`config.mk`:
```
export PLATFORM = sky130hd
export DESIGN_NAME = led_seq_ctrl
export DESIGN_NICKNAME = d
export VERILOG_FILES = /design/src/rtl/led_seq_ctrl.sv
export SDC_FILE = /design/constraint.sdc
export NUM_CORES = 1
export LEC_CHECK = 0
export ABC_CLOCK_PERIOD_IN_PS = 3200
export CAP_MARGIN = 10
export CORE_MARGIN = 10
export CORE_UTILIZATION = 62
export CTS_CLUSTER_SIZE = 28
export DETAILED_ROUTE_END_ITERATION = 16
export PLACE_DENSITY = 0.83
export RECOVER_POWER = 25
export SYNTH_ARGS = -nofsm -noshare
export SYNTH_HDL_FRONTEND = slang
export SYNTH_SLANG_ARGS = --single-unit
```
`constraint.sdc`:
```
create_clock -name clk -period 3.2 [get_ports clk]
set_input_delay 0.64 -clock clk [delete_from_list [all_inputs] [get_ports clk]]
set_output_delay 0.64 -clock clk [all_outputs]
set_load 0.02 [all_outputs]
```
`src/rtl/led_seq_ctrl.sv`:
```
// LED bank mode/sequencing controller: manual count with auto-repeat, auto up/down
// counting and a ping-pong walker, all sequenced from one clock with registered outputs.
module led_seq_ctrl #(
    parameter int REPEAT_DLY = 8,
    parameter int REPEAT_PER = 4,
    parameter int AUTO_PER   = 5
) (
    input  logic       clk,
    input  logic       rst,
    input  logic [1:0] sw,
    input  logic       add,
    input  logic       sub,
    output logic [3:0] led,
    output logic       led4_r,
    output logic       led4_g,
    output logic       led4_b,
    output logic       led5_r,
    output logic       led5_g,
    output logic       led5_b
);

    localparam int MAXA = (REPEAT_DLY > REPEAT_PER) ? REPEAT_DLY : REPEAT_PER;
    localparam int MAXP = (MAXA > AUTO_PER) ? MAXA : AUTO_PER;
    localparam int TW   = $clog2(MAXP + 1);

    localparam logic [1:0] MODE_MAN  = 2'b00;
    localparam logic [1:0] MODE_UP   = 2'b01;
    localparam logic [1:0] MODE_DOWN = 2'b10;
    localparam logic [1:0] MODE_PING = 2'b11;

    typedef enum logic [1:0] {IDLE, DELAY, REPEAT} hold_e;

    hold_e         hold_q, hold_d;
    logic [TW-1:0] timer_q, timer_d;
    logic [3:0]    count_q, count_d;
    logic [1:0]    pos_q, pos_d;
    logic          dirUp_q, dirUp_d;
    logic          paused_q, paused_d;
    logic          holdAdd_q, holdAdd_d;
    logic [1:0]    mode_q;
    logic          add_q, sub_q;

    logic [3:0] led_d;
    logic [2:0] rgb4_d, rgb5_d;
    logic       pressAdd, pressSub, bothPress, held, stepNow;

    always_comb begin
        hold_d    = hold_q;
        timer_d   = timer_q;
        count_d   = count_q;
        pos_d     = pos_q;
        dirUp_d   = dirUp_q;
        paused_d  = paused_q;
        holdAdd_d = holdAdd_q;
        stepNow   = 1'b0;
        held      = holdAdd_q ? add : sub;

        pressAdd  = add & ~add_q;
        pressSub  = sub & ~sub_q;
        bothPress = (pressAdd & pressSub) | (pressAdd & sub & sub_q) | (pressSub & add & add_q);

        if (sw != mode_q) begin
            timer_d  = '0;
            hold_d   = IDLE;
            paused_d = 1'b0;
        end else if (mode_q == MODE_MAN) begin
            if (bothPress) begin
                count_d = 4'd0;
                hold_d  = IDLE;
                timer_d = '0;
            end else if (pressAdd || pressSub) begin
                count_d   = pressAdd ? count_q + 4'd1 : count_q - 4'd1;
                hold_d    = DELAY;
                timer_d   = '0;
                holdAdd_d = pressAdd;
            end else if (hold_q != IDLE) begin
                if (!held) begin
                    hold_d  = IDLE;
                    timer_d = '0;
                end else if ((hold_q == DELAY  && timer_q == TW'(REPEAT_DLY - 1)) ||
                             (hold_q == REPEAT && timer_q == TW'(REPEAT_PER - 1))) begin
                    count_d = holdAdd_q ? count_q + 4'd1 : count_q - 4'd1;
                    hold_d  = REPEAT;
                    timer_d = '0;
                end else begin
                    timer_d = timer_q + 1'b1;
                end
            end
        end else begin
            // The timer only runs while not paused, so a resume continues the old period.
            if (pressAdd && pressSub) paused_d = ~paused_q;
            else if (pressSub)        paused_d = 1'b1;
            else if (pressAdd)        paused_d = 1'b0;

            if (!paused_q) begin
                if (timer_q == TW'(AUTO_PER - 1)) begin
                    timer_d = '0;
                    stepNow = 1'b1;
                end else begin
                    timer_d = timer_q + 1'b1;
                end
            end

            if (stepNow) begin
                if (mode_q == MODE_UP) begin
                    count_d = count_q + 4'd1;
                end else if (mode_q == MODE_DOWN) begin
                    count_d = count_q - 4'd1;
                end else if (dirUp_q) begin
                    if (pos_q == 2'd3) begin
                        pos_d   = 2'd2;
                        dirUp_d = 1'b0;
                    end else begin
                        pos_d = pos_q + 2'd1;
                    end
                end else begin
                    if (pos_q == 2'd0) begin
                        pos_d   = 2'd1;
                        dirUp_d = 1'b1;
                    end else begin
                        pos_d = pos_q - 2'd1;
                    end
                end
            end
        end

        led_d     = (sw == MODE_PING) ? (4'b0001 << pos_d) : count_d;
        rgb4_d[2] = (sw == MODE_MAN)  || (sw == MODE_PING);
        rgb4_d[1] = (sw == MODE_UP)   || (sw == MODE_PING);
        rgb4_d[0] = (sw == MODE_DOWN) || (sw == MODE_PING);
        rgb5_d[2] = (sw != MODE_MAN) && paused_d;
        rgb5_d[1] = (sw != MODE_MAN) && !paused_d;
        rgb5_d[0] = (sw == MODE_MAN) && (hold_d == REPEAT);
    end

    always_ff @(posedge clk or negedge rst) begin
        if (!rst) begin
            hold_q    <= IDLE;
            timer_q   <= '0;
            count_q   <= 4'd0;
            pos_q     <= 2'd0;
            dirUp_q   <= 1'b1;
            paused_q  <= 1'b0;
            holdAdd_q <= 1'b0;
            mode_q    <= MODE_MAN;
            add_q     <= 1'b0;
            sub_q     <= 1'b0;
            led       <= 4'd0;
            {led4_r, led4_g, led4_b} <= 3'b000;
            {led5_r, led5_g, led5_b} <= 3'b000;
        end else begin
            hold_q    <= hold_d;
            timer_q   <= timer_d;
            count_q   <= count_d;
            pos_q     <= pos_d;
            dirUp_q   <= dirUp_d;
            paused_q  <= paused_d;
            holdAdd_q <= holdAdd_d;
            mode_q    <= sw;
            add_q     <= add;
            sub_q     <= sub;
            led       <= led_d;
            {led4_r, led4_g, led4_b} <= rgb4_d;
            {led5_r, led5_g, led5_b} <= rgb5_d;
        end
    end

endmodule

```
* After elaboration in Yosys (flattened, before gate mapping)
Index checks and enable logic that the tools add are counted.
** Operators by class
- Magnitude comparators :: 0
- Mux-type cells :: 50
- Shift operators :: 1
- Bitwise operators :: 17
- Reductions and logical operators :: 20
- Add/subtract/negate cells :: 5
- Div/mod/pow operators :: 0
- Multipliers :: 0
- Equality and inequality tests :: 15
** Operators with widths (count)
- $mux 4 :: 22
- $mux 2 :: 15
- $mux 1 :: 13
- $eq 2x2->1 const B :: 6
- $add 4x1->4 const B :: 2
- $eq 4x3->1 const B :: 2
- $not 1->1 :: 8
- $and 1x1->1 :: 7
- $eq 2x1->1 const B :: 3
- $logic_and 1x1->1 :: 6
- $logic_not 2->1 :: 3
- $logic_or 1x1->1 :: 5
- $ne 5x3->1 const B :: 1
- $reduce_and 5->1 :: 1
- $eq 4x2->1 const B :: 1
- $reduce_and 4->1 :: 1
- $reduce_bool 2->1 :: 2
- $shl 1x2->4 const A :: 1
- $sub 4x1->4 const B :: 1
- $ne 3x1->1 const B :: 1
- $add 2x1->2 const B :: 1
- $ne 2x2->1 :: 1
- $or 1x1->1 :: 2
- $reduce_and 2->1 :: 1
- 2 further kinds :: 2
** Word-level totals
- Register bits :: 29
- Memories :: 0
- Bits in latches :: 0
- Input bits :: 6
- Memory bits (read-only) :: 0
- Logic and storage cells :: 125
- Memory bits (writable) :: 0
- Output and inout bits :: 10

* Logic depth before layout (Yosys ltp)
Gate-level depths: netlist of run 1.
- Depth in word-level cells :: 12
- Gate-level depth with buffers :: 9
- Depth with buffers taken out :: 8

* Worst setup path after synthesis of run 1
Ideal clock, no wire load.
- Kind :: input -> register
- Start :: input add
- End :: register timer_q[3]
- Library setup time :: 83 ps
- Path slack :: 1027 ps
- Path buffers :: 1
- Stages on the path :: 7
- Required time :: 3117 ps
- Data arrival time :: 2090 ps
- Path through :: buf_6 -> or2b_2 -> nand2_1 -> o41a_1 -> or3_1 -> or3_1 -> o21ai_0
** On the way
- Word-level cells in the longest chain between the ends :: 8
- Elaborated cells on any way between the ends :: 18
- Those cells by class :: eq/ne: 1; mux: 7; bitwise: 8; reduce/logical: 2
** Ends and longest elaborated chain
- start: declaration :: line 11 : input logic add,
- $and 1x1->1 :: line 58 : pressAdd = add & ~add_q;
- $and 1x1->1 (2 in a row) :: line 60 : bothPress = (pressAdd & pressSub) | (pressAdd & sub & sub_q) | (pressSub & add & add_q);
- $or 1x1->1 (2 in a row) :: line 60
- $mux 4 :: line 67 : if (bothPress) begin
- $mux 4 :: line 66 : end else if (mode_q == MODE_MAN) begin
- $mux 4 :: line 62 : if (sw != mode_q) begin
- end signal: assignment :: line 153 : timer_q <= timer_d;
- end: declaration :: line 34 : logic [TW-1:0] timer_q, timer_d;
Several ways; a longest one is shown, not always the timed one. The select of a mux whose other input is x is not followed.
A chain may end at the register's enable or synchronous reset.

* Worst setup path after layout of run 1
Ends and elaborated chain as after synthesis.

==> summary.txt, run 1 <==
LEAKAGE - 0.942 nW
Worst hold slack - 548 ps
First-pass GRT wire length - 7360 um
Class of the worst hold path - reg -> reg
Worst reg2reg setup slack - 810 ps
H-tree Lvls - 2
Minimum clock period - 2520 ps
EDFF count, synth - 0
DRC viols - 0
Clock Latency Late Sink - 330 ps
Post-synth cell types - 57
Multi-input logic area - 1130 um2
Syn_area_per_cell - 8.74 um2
Post-synth top area share - 35.3%
TritonCTS clock tree - yes
Asr flop ratio synth - 100%
Number of fill cells - 240
Vias - 1699
Post-cts gate resize count - 0
Synth Flop Type - dfrtp_1
RD Place Congestion - 0.944
Area growth from synthesis to layout - 10.5%
HP Start - pos_q[0]$_DFF_PN0_
Least-Margin Pin Slew - 1500 ps
Drt via density - 6.00
Final hold viol count - 0
CP max FO - 10
Cell Pwr Density - 493 nW/um2
Skew final - 18.5 ps
Vias in the first global route - 1598
Reg2Reg Launch Point - mode_q[1]$_DFF_PN0_
Synth Net Count - 244
Largest cells by area after synthesis - dfrtp_1 (35%), ha_1 (6.9%), o21ai_0 (4.8%), nand2_1 (3.2%), inv_1 (3.0%)
Synth Instances - 227
N_diodes - 0
Seq cells post-synth - 29
Largest net degree at the start of global routing - 30
Worst Setup Start Kind - input pin
Hold depth - 1
Worst relative slew slack - 0.303%
Clock sink total - 29
Final setup vio count - 0
Final Max Tran Viols - 0
Worst Path Required - 3450 ps
Arr. time, crit path - 2770 ps
WL/cell - 15.5 um
Cts bufs inserted - 5
VDD IR max - 0.000249 V
Starting Density - 65.0%
Critical path endpoint category - flop
Outcome - completed
Hold-fix buffers, CTS - 0
Fmax - 397 MHz
Root Driver - clkbuf_4
Synth Cell Area - 1980 um2
Iteration-0 DRC count of the detailed router - 229
Share of layout cells above drive strength 1 - 7.11%
Reg2Reg Depth - 7
Hold path endpoint - dirUp_q$_DFFE_PN1P_
Post-route clock period utilization - 78.7%
Die footprint - 5860 um2
Final core occ - 71.8%
Register area - 727 um2
Setup TNS - 0 ps
Setup bufs post-CTS - 0
Synth warn - 0
DRT antenna net count - 0
GR Util All Layers - 15.0%
Max cap viols - 0
Nets - 256
Die height - 76.6 um
Kind of critical path - in -> reg
Io pins - 16
Area of the core - 3050 um2
Total wire length - 4380 um
Register area share after synthesis - 36.7%
Clock Pin Slew Worst Setup and Hold Paths - 100 ps
Unrepaired setup endpoints after global routing - no
Initial antenna violation count - 0
Global route overflow - 0
Die X - 76.6 um
Port buffer count - 15
Reg2reg end - timer_q[3]$_DFFE_PN0P_
Clock buffer depth - 2
DR pass1 iterations - 4
Post-DP HPWL - 3270 um
Largest area contributor in the synthesized netlist - dfrtp_1
Number of placement rows - 20
## kinds of logic (layout without fill, tap and decap cells)
kind of cell | Yosys count | count (layout) | synth area share, %
compound gates | 65 | 65 | 22.5
xor+xnor | 5 | 5 | 2.21
fa+ha+maj | 11 | 11 | 6.94
buf+inv | 28 | 40 | 6.18
flops | 29 | 29 | 36.7
mux | 3 | 3 | 1.51
simple gates | 86 | 86 | 24.0
## power breakdown
part / total, mW / switching [mW] / internal [mW]
clock network: 0.221 / 0.117 / 0.103
registers: 0.499 / 0.0845 / 0.415
logic: 0.360 / 0.191 / 0.169
## synth_stat cells, drive strengths merged, types with 2 or more instances
master and n:
dfrtp 28, o21ai 19, nand2 17, inv 16
nor2 16, a21oi 12, ha 11, clkbuf 8
nand3 7, nor3 6, a211oi 5, nand2b 5
nor2b 5, or3 5, buf 4, nand3b 4
or2 4, a21o 3, and2 3, and3 3
mux2i 3, o21a 3, xnor2 3, a221o 2
nand4 2, nor3b 2, o211ai 2, o221ai 2
xor2 2
## routing by layer
metal | GRT usage (%) | vias up | wire length [um]
li1 | - | 833 | -
met1 | 18.3 | 800 | 2000
met2 | 25.1 | 61 | 2100
met3 | 3.77 | 5 | 240
met4 | 4.46 | 0 | 47
met5 | 0 | - | 0
## cell usage in the layout, fill, tap and decap left out, types with 3 or more instances in the layout
cell type / n
dfrtp_1: 28
o21ai_0: 19
nand2_1: 17
inv_1: 16
nor2_1: 16
clkdlybuf4s50_1: 12
a21oi_1: 11
ha_1: 11
nand3_1: 7
nor3_1: 6
a211oi_1: 5
nand2b_1: 5
or3_1: 5
clkbuf_4: 5
or2_2: 4
nand3b_1: 4
nor2b_1: 4
xnor2_1: 3
and3_1: 3
o21a_1: 3
mux2i_1: 3
and2_1: 3
a21o_1: 3
dlygate4sd3_1: 3
## critical path, stage by stage
cell and delay (ps):
clkdlybuf4s50_1 540, or2b_2 260, nand2_1 120, o41a_1 430, or3_1 360, or3_1 320, o21ai_0 90
## sequential cells by signal, indices dropped and copies added (netlist names), 2 cells and up
register and flops:
pos_q 2, timer_q 4, hold_q 2, led 4, count_q 4, mode_q 2
## area by class of cell
class / instances / share of cell area [%]
Tap cell: 44 / 2.51
Inverter: 16 / 2.74
Sequential cell: 29 / 33.2
Clock buffer: 7 / 2.51
Timing Repair Buffer: 17 / 7.36
Multi-Input combinational cell: 170 / 51.7
## through the flow
| step | cells | power (mW) | area, um2 | worst slack [ps] |
|---|---|---|---|---|
| after global routing | 283 | 1.15 | 2190 | 575 |
| after CTS | 283 | 1.08 | 2200 | 715 |
| after detailed placement | 276 | 0.861 | 2140 | 354 |
| final | 283 | 1.08 | 2190 | 683 |
| after floorplan | 227 | 0.752 | 1980 | 1030 |
| after global placement | 276 | 0.854 | 2140 | 468 |
## worst max-delay path by stage
stage               depth (start not counted)  from                     end
finish                                      7   add  timer_q[3]$_DFFE_PN0P_
global route                                7   add  timer_q[3]$_DFFE_PN0P_
CTS                                         7   add  timer_q[3]$_DFFE_PN0P_
detailed placement                          7   add  timer_q[3]$_DFFE_PN0P_
global placement                            7   add  timer_q[3]$_DFFE_PN0P_
floorplan                                   7   add  timer_q[3]$_DFFE_PN0P_
(Power assumes the default switching activity.)
==> inputs of run 2 (changes only) <==
Settings changed: ABC_CLOCK_PERIOD_IN_PS 3200 to 2600, CORE_UTILIZATION 62 to 58, PLACE_DENSITY 0.83 to 0.79.
Clock period 3.2 ns to 2.6 ns, I/O delays scaled along.
==> summary.txt, run 2 (synthesized netlist as in run 1, its figures left out) <==
Critical path endpoint category - flop
Largest registers - count_q x4, led x4, timer_q x4
Root Driver - clkbuf_4
Least-Margin Pin Slew - 1530 ps
WL/cell - 14.8 um
Setup TNS - 0 ps
TritonCTS clock tree - yes
VDD IR max - 0.000392 V
Hold-fix buffers, CTS - 0
Clock Latency Late Sink - 330 ps
Worst Setup Start Kind - flop
Post-route clock period utilization - 90.1%
Final hold viol count - 0
Minimum clock period - 2340 ps
Die footprint - 6160 um2
Final core occ - 68.6%
CP max FO - 7
GR met1 Demand/Resource - 18.6%
Io pins - 16
Skew final - 9.07 ps
Most used routing layer - met2
Fmax - 427 MHz
Violated checks - capacitance limit, slew limit
Commonest non-fill, non-tap cell in the layout - dfrtp_1
DRC viols - 0
Worst relative slew slack - -1.75%
Port buffer count - 15
Clock buffer depth - 2
Max cap viols - 1
Class of the worst hold path - reg -> reg
M2 GR Usage - 23.5%
Kind of critical path - reg -> reg
Met3 GRT Util - 3.76%
RD Place Congestion - 0.880
First-pass GRT wire length - 7680 um
Area of the core - 3310 um2
Nets - 266
Vias in the first global route - 1670
Share of layout cells above drive strength 1 - 10.8%
Unrepaired setup endpoints after global routing - no
DR pass1 iterations - 4
Global route overflow - 0
N_diodes - 0
Die height - 78.5 um
Final Max Tran Viols - 30
Setup bufs post-CTS - 0
Cell Pwr Density - 600 nW/um2
Post-DP HPWL - 3300 um
Die X - 78.5 um
H-tree Lvls - 2
GR Util All Layers - 14.9%
Initial antenna violation count - 0
Cts bufs inserted - 5
Outcome - finished with violations
Total wire length - 4360 um
Post-cts gate resize count - 0
LEAKAGE - 0.991 nW
Vias - 1753
Number of placement rows - 21
Worst Path Required - 2860 ps
Clock sink total - 29
Highest-count cells in the layout ignoring fill and taps - dfrtp_1 (28), o21ai_0 (19), nand2_1 (17), inv_1 (16), nor2_1 (16)
Largest net degree at the start of global routing - 30
DRT antenna net count - 0
Iteration-0 DRC count of the detailed router - 169
Final setup vio count - 0
Arr. time, crit path - 2600 ps
Drt via density - 5.94
Starting Density - 59.9%
Area growth from synthesis to layout - 14.4%
Clock Pin Slew Worst Setup and Hold Paths - 90 ps
[run 2: cell types whose count changed in the layout (fill, tap and decap cells not counted)]
cell / delta
dlygate4sd3_1: -1
buf_4: +10
clkdlybuf4s50_1: +1
[run 2: final cells by class]
class,count,area (um2)
Multi-Input combinational cell,170,1130
Fill cell,290,1040
Inverter,16,60.1
Timing Repair Buffer,27,236
Clock buffer,7,55.1
Sequential cell,29,727
Tap cell,46,57.6
[run 2: path summary, 6_finish.rpt]
| kind | endpoint | start | cells past startpoint | slack [ps] |
|---|---|---|---|---|
| max | timer_q[3]$_DFFE_PN0P_ | mode_q[0]$_DFF_PN0_ | 8 | 260 |
| min | dirUp_q$_DFFE_PN1P_ | pos_q[0]$_DFF_PN0_ | 1 | 530 |
| max reg2reg | timer_q[3]$_DFFE_PN0P_ | mode_q[0]$_DFF_PN0_ | 8 | 260 |
| min reg2reg | dirUp_q$_DFFE_PN1P_ | pos_q[0]$_DFF_PN0_ | 1 | 530 |
| max in group asynchronous | led4_r$_DFF_PN0_ | rst | 2 | 630 |
| min in group asynchronous | timer_q[2]$_DFFE_PN0P_ | rst | 2 | 1080 |
[run 2: per-stage QoR]
stage          hold WS, ps  worst slack, ps  total power, mW  std cells  cell area (um2)
3_5_place_dp           510             62.5             1.09        288             2220
5_1_grt                561             70.4             1.45        295             2270
6_report               531              257             1.36        295             2270
4_1_cts                526              299             1.37        295             2270
2_1_floorplan          224              507            0.926        227             1980
3_3_place_gp           516             83.4             1.09        288             2220
[run 2: routing by layer]
layer	vias up	wire length, um
li1	859	-
met4	0	85
met3	6	281
met1	837	1960
met2	51	2030
met5	-	0
[run 2: power by group]
group / internal (mW) / total [mW] / leakage, nW / switching (mW)
logic: 0.230 / 0.485 / 0.607 / 0.255
clock network: 0.127 / 0.277 / 0.0314 / 0.149
registers: 0.511 / 0.599 / 0.352 / 0.0881
total: 0.868 / 1.36 / 0.991 / 0.492
[run 2: worst max-delay path, stage by stage, from the launching register on]
cell and delay [ps]:
dfrtp_1 420, inv_1 90, ha_1 320, inv_1 210
a31o_2 290, o41ai_1 440, and2_1 270, a21oi_1 60
o21ai_0 160
==> inputs of run 3 (changes only) <==
Settings changed: MAX_ROUTING_LAYER set to met4, SLEW_MARGIN set to 10.
==> summary.txt, run 3 (synthesized netlist as in run 1, its figures left out) <==
Commonest non-fill, non-tap cell in the layout - dfrtp_1
Root Driver - clkbuf_4
Least-Margin Pin Slew - 1520 ps
VDD IR max - 0.000392 V
Vias - 1757
Skew final - 9.07 ps
DR pass1 iterations - 4
Kind of critical path - reg -> reg
WL/cell - 14.8 um
Post-DP HPWL - 3300 um
Total wire length - 4360 um
LEAKAGE - 0.991 nW
Final hold viol count - 0
Drt via density - 5.96
Psw - 492 uW
Share of layout cells above drive strength 1 - 10.8%
Global route overflow - 0
Iteration-0 DRC count of the detailed router - 175
Largest net degree at the start of global routing - 30
First-pass GRT wire length - 7670 um
Number of fill cells - 290
Cts bufs inserted - 5
Worst relative slew slack - -1.55%
Largest stage delay on the critical path - 440 ps
Initial antenna violation count - 0
Share of power burned in registers - 44.0%
Number of placement rows - 21
Clock Power Share - 20.3%
Area growth from synthesis to layout - 14.4%
Cell Pwr Density - 599 nW/um2
Worst Setup Start Kind - flop
Net Sw Frac - 36.2%
Worst Path Required - 2860 ps
Outcome - finished with violations
Inst Count DP - 288
Critical path, cell by cell - inv_1 -> ha_1 -> inv_1 -> a31o_2 -> o41ai_1 -> and2_1 -> a21oi_1 -> o21ai_0
Area of the core - 3310 um2
Unrepaired setup endpoints after global routing - no
P_int - 868 uW
Setup bufs post-CTS - 0
Clock buffer depth - 2
Die X - 78.5 um
WP buf/inv - 2
GR Util All Layers - 15.4%
Vias in the first global route - 1673
Clock Latency Late Sink - 330 ps
H-tree Lvls - 2
Comb pwr share - 35.6%
CP top delay family - compound AO/OA/AOI/OAI gates
Highest-count cells in the layout ignoring fill and taps - dfrtp_1 (28), o21ai_0 (19), nand2_1 (17), inv_1 (16), nor2_1 (16)
Finished Layout Cells - 295
Die height - 78.5 um
Violated checks - capacitance limit, slew limit
Final Max Tran Viols - 30
CP max FO - 7
Starting Density - 59.9%
Port buffer count - 15
Minimum clock period - 2350 ps
Post-cts gate resize count - 0
Critical path endpoint category - flop
Clock Pin Slew Worst Setup and Hold Paths - 90 ps
Largest registers - count_q x4, led x4, timer_q x4
DRC viols - 0
Setup TNS - 0 ps
Arr. time, crit path - 2600 ps
Nets - 266
RD Place Congestion - 0.895
Io pins - 16
Fmax - 426 MHz
Die footprint - 6160 um2
Clock sink total - 29
CP max-delay cell - o41ai_1
Max cap viols - 1
Dpl cell area - 2220 um2
Post-route clock period utilization - 90.3%
Class of the worst hold path - reg -> reg
Most used cell, CP - inv_1
N_diodes - 0
DRT antenna net count - 0
Hold-fix buffers, CTS - 0
Final setup vio count - 0
TritonCTS clock tree - yes
Design Area, Final - 2270 um2
==> run 3: cell counts in the layout (fill, tap and decap cells not counted) <==
Identical to the previous run, type by type.
==> run 3: path summary, 6_finish.rpt <==
| kind | to | from | slack [ps] | cells after the start |
|---|---|---|---|---|
| max | timer_q[3]$_DFFE_PN0P_ | mode_q[0]$_DFF_PN0_ | 250 | 8 |
| min reg2reg | dirUp_q$_DFFE_PN1P_ | pos_q[0]$_DFF_PN0_ | 530 | 1 |
| max reg2reg | timer_q[3]$_DFFE_PN0P_ | mode_q[0]$_DFF_PN0_ | 250 | 8 |
| max in group asynchronous | led4_r$_DFF_PN0_ | rst | 630 | 2 |
| min in group asynchronous | timer_q[2]$_DFFE_PN0P_ | rst | 1080 | 2 |
| min | dirUp_q$_DFFE_PN1P_ | pos_q[0]$_DFF_PN0_ | 530 | 1 |
==> run 3: metal layers <==
metal  part of all wire [%]  global-route usage [%]
met5                      0                       -
met4                    2.0                    7.35
met3                    5.7                    3.42
met2                     47                    23.5
met1                     46                    18.8
==> run 3: stage by stage <==
stage          hold WS, ps  setup slack (ps)  util (%)  total power, mW
2_1_floorplan          224               507         -            0.926
3_3_place_gp           516              83.4      67.0             1.09
3_5_place_dp           510              62.5      67.0             1.09
4_1_cts                526               299      68.7             1.37
5_1_grt                561              70.4      68.6             1.45
6_report               531               253      68.6             1.36
==> run 3: power groups by stage <==
stage	sequential [mW]	combinational, mW	clock, mW
finish	0.599	0.485	0.277
global route	0.612	0.537	0.297
CTS	0.598	0.486	0.286
detailed placement	0.607	0.481	0
global placement	0.607	0.478	0
floorplan	0.581	0.345	0
==> run 3: area by class of cell <==
class	instances	area, um2	share of cell area (%)
multi-input combinational	170	1130	49.9
clock buffer	7	55.1	2.43
inverter	16	60.1	2.65
sequential	29	727	32.0
timing repair buffer	27	236	10.4
tap	46	57.6	2.54
